==> src/rtl/pause_pkg.sv <==
// Shared types, default constants and the per-field 3-3-2 dimming helper for pause_dim_ctrl.
package pause_pkg;

  localparam logic [31:0] DIM_TIMEOUT_DEF     = 32'h0E4E1C00;
  localparam logic [15:0] DEBOUNCE_CYCLES_DEF = 16'd12000;

  typedef enum logic [1:0] {
    RUN    = 2'd0,
    PAUSED = 2'd1,
    DIMMED = 2'd2
  } pause_state_t;

  typedef struct packed {
    logic [2:0] r;
    logic [2:0] g;
    logic [1:0] b;
  } rgb332_t;

  // Halve each colour field independently so no bit crosses into its neighbour.
  function automatic rgb332_t dim332(input rgb332_t px);
    rgb332_t o;
    o.r = px.r >> 1;
    o.g = px.g >> 1;
    o.b = px.b >> 1;
    return o;
  endfunction

endpackage

==> src/rtl/btn_debounce.sv <==
// Two-flop synchronizer plus stability counter; outputs the accepted level and a one-cycle rise pulse.
module btn_debounce
  import pause_pkg::*;
#(
  parameter logic [15:0] DEBOUNCE_CYCLES = DEBOUNCE_CYCLES_DEF
) (
  input  logic clk,
  input  logic reset,
  input  logic btn_raw,
  output logic level,
  output logic rise
);

  logic        sync1_q, sync1_d;
  logic        sync2_q, sync2_d;
  logic        last_q, last_d;
  logic        stable_q, stable_d;
  logic        rise_q, rise_d;
  logic [15:0] cnt_q, cnt_d;

  // The counter restarts on every change of the synced level and parks at its terminal value.
  always_comb begin
    sync1_d  = btn_raw;
    sync2_d  = sync1_q;
    last_d   = sync2_q;
    cnt_d    = cnt_q;
    stable_d = stable_q;
    if (sync2_q != last_q) begin
      cnt_d = '0;
    end else if (cnt_q == DEBOUNCE_CYCLES - 16'd1) begin
      stable_d = last_q;
    end else begin
      cnt_d = cnt_q + 16'd1;
    end
    rise_d = stable_d & ~stable_q;
  end

  always_ff @(posedge clk) begin
    if (reset) begin
      sync1_q  <= 1'b0;
      sync2_q  <= 1'b0;
      last_q   <= 1'b0;
      stable_q <= 1'b0;
      rise_q   <= 1'b0;
      cnt_q    <= '0;
    end else begin
      sync1_q  <= sync1_d;
      sync2_q  <= sync2_d;
      last_q   <= last_d;
      stable_q <= stable_d;
      rise_q   <= rise_d;
      cnt_q    <= cnt_d;
    end
  end

  assign level = stable_q;
  assign rise  = rise_q;

endmodule

==> src/rtl/pause_dim_ctrl.sv <==
// Pause arbiter and frame-synchronous 3-3-2 video dimmer.
// Optional single-frame stepping while paused is enabled with `define PAUSE_FRAME_STEP_EN.
module pause_dim_ctrl
  import pause_pkg::*;
#(
  parameter logic [31:0] DIM_TIMEOUT     = DIM_TIMEOUT_DEF,
  parameter logic [15:0] DEBOUNCE_CYCLES = DEBOUNCE_CYCLES_DEF
) (
  input  logic       clk_sys,
  input  logic       reset,
  input  logic       btn_pause,
  input  logic       osd_open,
  input  logic       osd_pause_en,
  input  logic       hs_access,
`ifdef PAUSE_FRAME_STEP_EN
  input  logic       frame_step,
`endif
  input  logic       ce_pix,
  input  logic [7:0] rgb_in,
  input  logic       hblank_in,
  input  logic       vblank_in,
  input  logic       hs_in,
  input  logic       vs_in,
  output logic       pause,
  output logic       user_paused,
  output logic       dim_active,
  output logic [7:0] rgb_out,
  output logic       hblank_out,
  output logic       vblank_out,
  output logic       hs_out,
  output logic       vs_out
);

  logic         btn_level, btn_rise, toggle;
  pause_state_t state_q, state_d;
  logic [31:0]  timer_q, timer_d;
  logic         pause_q, pause_d;
  logic         dim_q, dim_d;
  logic         vb_prev_q, vb_prev_d;
  logic [7:0]   rgb_q, rgb_d;
  logic         hb_q, hb_d, vb_q, vb_d, hs_q, hs_d, vs_q, vs_d;
  logic         vb_rise;
  logic         step_hold;

  btn_debounce #(.DEBOUNCE_CYCLES(DEBOUNCE_CYCLES)) u_deb (
    .clk    (clk_sys),
    .reset  (reset),
    .btn_raw(btn_pause),
    .level  (btn_level),
    .rise   (btn_rise)
  );

  assign toggle  = btn_rise & btn_level;
  assign vb_rise = ce_pix & vblank_in & ~vb_prev_q;

`ifdef PAUSE_FRAME_STEP_EN
  logic fs_prev_q, fs_prev_d, armed_q, armed_d, stepping_q, stepping_d, fs_rise;

  assign fs_rise = frame_step & ~fs_prev_q;

  // A step is armed while paused, runs from one vblank rise to the next, and ignores re-arming meanwhile.
  always_comb begin
    fs_prev_d  = frame_step;
    armed_d    = armed_q;
    stepping_d = stepping_q;
    if (vb_rise) begin
      stepping_d = armed_q;
      armed_d    = 1'b0;
    end else if (fs_rise && user_paused && !stepping_q && !armed_q) begin
      armed_d = 1'b1;
    end
    if (!user_paused) armed_d = 1'b0;
  end

  always_ff @(posedge clk_sys) begin
    if (reset) begin
      fs_prev_q  <= 1'b0;
      armed_q    <= 1'b0;
      stepping_q <= 1'b0;
    end else begin
      fs_prev_q  <= fs_prev_d;
      armed_q    <= armed_d;
      stepping_q <= stepping_d;
    end
  end

  assign step_hold = stepping_q;
`else
  assign step_hold = 1'b0;
`endif

  always_comb begin
    state_d = state_q;
    timer_d = timer_q;
    case (state_q)
      RUN: begin
        if (toggle) begin
          state_d = PAUSED;
          timer_d = '0;
        end
      end
      PAUSED: begin
        // Toggle beats a coincident timeout.
        if (toggle) begin
          state_d = RUN;
          timer_d = '0;
        end else if (timer_q == DIM_TIMEOUT - 32'd1) begin
          state_d = DIMMED;
        end else begin
          timer_d = timer_q + 32'd1;
        end
      end
      DIMMED: begin
        if (toggle) begin
          state_d = RUN;
          timer_d = '0;
        end
      end
      default: begin
        state_d = RUN;
        timer_d = '0;
      end
    endcase
    if (step_hold && state_d != RUN) begin
      state_d = PAUSED;
      timer_d = '0;
    end
  end

  assign user_paused = (state_q != RUN);

  always_comb begin
    pause_d   = (user_paused & ~step_hold) | hs_access | (osd_open & osd_pause_en);
    vb_prev_d = ce_pix ? vblank_in : vb_prev_q;
    dim_d     = vb_rise ? (state_q == DIMMED) : dim_q;
    rgb_d     = rgb_q;
    hb_d      = hb_q;
    vb_d      = vb_q;
    hs_d      = hs_q;
    vs_d      = vs_q;
    // The new dim value already applies to the first pixel of the frame.
    if (ce_pix) begin
      rgb_d = dim_d ? dim332(rgb332_t'(rgb_in)) : rgb_in;
      hb_d  = hblank_in;
      vb_d  = vblank_in;
      hs_d  = hs_in;
      vs_d  = vs_in;
    end
  end

  always_ff @(posedge clk_sys) begin
    if (reset) begin
      state_q   <= RUN;
      timer_q   <= '0;
      pause_q   <= 1'b0;
      dim_q     <= 1'b0;
      vb_prev_q <= 1'b0;
      rgb_q     <= '0;
      hb_q      <= 1'b0;
      vb_q      <= 1'b0;
      hs_q      <= 1'b0;
      vs_q      <= 1'b0;
    end else begin
      state_q   <= state_d;
      timer_q   <= timer_d;
      pause_q   <= pause_d;
      dim_q     <= dim_d;
      vb_prev_q <= vb_prev_d;
      rgb_q     <= rgb_d;
      hb_q      <= hb_d;
      vb_q      <= vb_d;
      hs_q      <= hs_d;
      vs_q      <= vs_d;
    end
  end

  assign pause      = pause_q;
  assign dim_active = dim_q;
  assign rgb_out    = rgb_q;
  assign hblank_out = hb_q;
  assign vblank_out = vb_q;
  assign hs_out     = hs_q;
  assign vs_out     = vs_q;

endmodule

==> config.mk <==
export PLATFORM = sky130hd
export DESIGN_NAME = pause_dim_ctrl
export DESIGN_NICKNAME = d
export VERILOG_FILES = /design/src/rtl/pause_pkg.sv /design/src/rtl/btn_debounce.sv /design/src/rtl/pause_dim_ctrl.sv
export SDC_FILE = /design/constraint.sdc
export NUM_CORES = 1
export LEC_CHECK = 0
export CAP_MARGIN = 20
export CORE_ASPECT_RATIO = 1.75
export CORE_MARGIN = 1
export CORE_UTILIZATION = 53
export CTS_CLUSTER_SIZE = 24
export DETAILED_ROUTE_END_ITERATION = 8
export PLACE_DENSITY_LB_ADDON = 0.25
export RECOVER_POWER = 50
export SYNTH_ARGS = -nofsm -noshare
export SYNTH_HDL_FRONTEND = slang
export SYNTH_SLANG_ARGS = --single-unit
==> constraint.sdc <==
create_clock -name clk_sys -period 2.7 [get_ports clk_sys]
set_input_delay 0.27 -clock clk_sys [delete_from_list [all_inputs] [get_ports clk_sys]]
set_output_delay 0.27 -clock clk_sys [all_outputs]
set_load 0.02 [all_outputs]
==> results.yml <==
status:
  status: "completed"
timing:
  skew_ns: 0.0101
  final.period_utilization: 0.839
  tightest_slew_ns: 0.969
  setup_viol: 0
  slew_viol_final: 0
  fin_crit_ns: 2.26
  setup-tns-final_ns: 0
  fmax_mhz: 442
  rsz0062_at_grt: "false"
  hold_viol: 0
  setup_ws_ns: 0.436
  maxSlewHeadroom: 0.354
  holdWs_ns: 0.450
floorplan:
  io_pins: 34
  fp.coreArea_um2: 5630
  rows: 36
  die_y_um: 104
  initial_core_util: 0.555
  die_w_um: 60.0
  dieArea_um2: 6220
hold_path:
  hold_class: "reg -> reg"
detailed_routing:
  drt_pass1_iterations: 4
  wl_um: 6830
  drc: 0
  viasPerCell: 5.71
  via_count: 2686
  wire_per_inst_um: 14.5
  first_iter_violations: 84
  ant_nets: 0
finish:
  syn_to_final_growth_pct: 17.0
  antennaDiodeCount: 0
  fin_util: 0.649
  design_area_um2: 3650
  drive_gt1_frac: 0.0457
  final_cells: 470
  finish.net_count: 412
synth:
  yosysSeqAreaShare: 0.442
  ys_ff_latch: 69
  ys.warnings.count: 0
  synth_fp_nets: 378
  syn_inst: 357
  synthesis.area_per_instance_um2: 8.75
  synth_cell_types: 46
  netlist_area_um2: 3120
clock_tree:
  cts_tree: "yes"
  cts_setup_buffers: 0
  clock_path_buffers: 2
  cts_resized: 0
  htreeDepth: 3
  clockRootBuffer: "clkbuf_8"
  path_clk_slew_ns: 0.07
  numCtsBuffers: 9
  cts.sinks: 69
  clock_latency_ns: 0.35
  cts_hold_buf: 0
pwr:
  p_per_area_nw_per_um2: 510
  vdd_drop_max_mv: 0.439
  p_leak_nw: 1.41
  design_power_total_mw: 1.86
worst_setup_path:
  max_stage_delay_ns: 0.47
  critPathTopFamily: "compound AO/OA/AOI/OAI gates"
  cp.arrival_ns: 2.45
  worstPathRequired_ns: 2.88
  worstSetupPathType: "reg -> reg"
  crit_path_top_delay_cell: "o31ai_2"
  end_kind: "flop"
  cp-start-kind: "flop"
  cp_max_fo: 6
  path_buf_inv: 0
  path_cells: "ha_1 -> and4_1 -> nand2_1 -> o31ai_2 -> a21oi_1 -> a41oi_1 -> a311oi_1"
global_routing:
  first_global_vias: 2668
  overflow: 0
  grt_max_degree: 23
  antenna_found_initial: 0
  grt_usage: 0.245
  grt_first_pass_wirelength_um: 11500
place:
  post_dp_cell_area_um2: 3520
  portBuffers: 33
  dp_hpwl_um: 5030
  gp_congestion: 0.870
  dp_cells: 456
  pre_cts_ws_ns: 0.460
job:
  drv_cap: 0
[layout by cell type (no fill, tap or decap), types with 2 or more instances in the layout]
| cell | instances |
|---|---|
| a211oi_1 | 6 |
| a21o_1 | 3 |
| a21oi_1 | 15 |
| a31oi_1 | 3 |
| and2_1 | 2 |
| and3_1 | 12 |
| and4_1 | 9 |
| buf_4 | 2 |
| clkbuf_1 | 4 |
| clkbuf_8 | 9 |
| clkdlybuf4s50_1 | 18 |
| dfxtp_1 | 69 |
| dlygate4sd3_1 | 15 |
| ha_1 | 2 |
| inv_1 | 7 |
| mux2i_1 | 12 |
| nand2_1 | 18 |
| nand2b_1 | 4 |
| nand3_1 | 27 |
| nand4_1 | 14 |
| nor2_1 | 59 |
| nor2b_1 | 5 |
| nor3_1 | 4 |
| nor4_1 | 2 |
| nor4b_1 | 3 |
| o211ai_1 | 2 |
| o21ai_0 | 9 |
| o21ai_1 | 2 |
| o31a_1 | 2 |
| or3_1 | 3 |
| or4_1 | 2 |
| xnor2_1 | 6 |
| xor2_1 | 28 |
[final cells by class]
cell class                 count  area [µm²]
clock buffer                  12         135
tap                           76        95.1
fill                         521        1980
timing repair buffer          36         349
inverter                       7        26.3
clock inverter                 2        12.5
sequential                    69        1380
multi-input combinational    268        1650
[routing by layer]
layer	track usage	up-vias	routed length [µm]
li1	-	1332	-
met1	0.247	1228	2590
met2	0.420	96	3610
met3	0.0549	30	330
met4	0.171	0	296
met5	0	-	0
[registers in the layout, summed over array words and instances (netlist names), 2 cells and up]
register / cells
rgb_out: 8
state_q: 2
timer_q: 32
u_deb.cnt_q: 16
[Yosys cell counts, drive strengths merged]
master | n | area, µm²
dfxtp | 69 | 1380
nor2 | 59 | 221
xor2 | 28 | 245
nand3 | 27 | 135
nand2 | 18 | 67.6
a21oi | 16 | 91.3
nand4 | 14 | 87.6
and3 | 12 | 75.1
mux2i | 12 | 124
o21ai | 11 | 55.1
clkbuf | 10 | 37.5
and4 | 9 | 78.8
inv | 7 | 26.3
a211oi | 6 | 45.0
xnor2 | 6 | 52.6
nor2b | 5 | 31.3
nand2b | 4 | 25.0
nor3 | 4 | 20.0
nor4b | 4 | 47.6
a21o | 3 | 22.5
a31oi | 3 | 18.8
and2 | 3 | 18.8
buf | 3 | 13.8
or3 | 3 | 18.8
or4 | 3 | 26.3
ha | 2 | 25.0
nor4 | 2 | 12.5
o211ai | 2 | 15.0
o31a | 2 | 17.5
a22o | 1 | 8.76
a311oi | 1 | 8.76
a41oi | 1 | 8.76
nand3b | 1 | 7.51
nor3b | 1 | 7.51
nor4bb | 1 | 10.0
o21bai | 1 | 7.51
o31ai | 1 | 12.5
o41ai | 1 | 8.76
or2 | 1 | 6.26
[path summary, 6_finish.rpt]
check                      startpoint                       end  slack [ns]  cells past startpoint
max reg2reg   timer_q[1]$_SDFFE_PP0P_  timer_q[23]$_SDFFE_PP0P_        0.44                      7
min reg2reg  u_deb.sync1_q$_SDFF_PP0_   u_deb.last_d$_SDFF_PP0_        0.45                      1
max           timer_q[1]$_SDFFE_PP0P_  timer_q[23]$_SDFFE_PP0P_        0.44                      7
min          u_deb.sync1_q$_SDFF_PP0_   u_deb.last_d$_SDFF_PP0_        0.45                      1
[cell families after synthesis]
kind of cell | after synthesis | synth area share
simple gates | 171 | 0.287
flops | 69 | 0.442
xor+xnor | 34 | 0.0954
buf+inv | 20 | 0.0248
mux | 12 | 0.0397
fa+ha+maj | 2 | 0.00801
compound gates | 49 | 0.103
[where the power goes]
part | switching [mW] | internal, mW
registers | 0.0121 | 1.04
clock network | 0.362 | 0.322
logic | 0.0650 | 0.0625
[worst register-to-register path: stages, from the launching register on]
cell      delay, ns
dfxtp_1        0.38
ha_1           0.22
and4_1         0.36
nand2_1        0.16
o31ai_2        0.47
a21oi_1        0.20
a41oi_1        0.24
a311oi_1       0.07
Note: power is estimated with default switching activity, not from simulation.
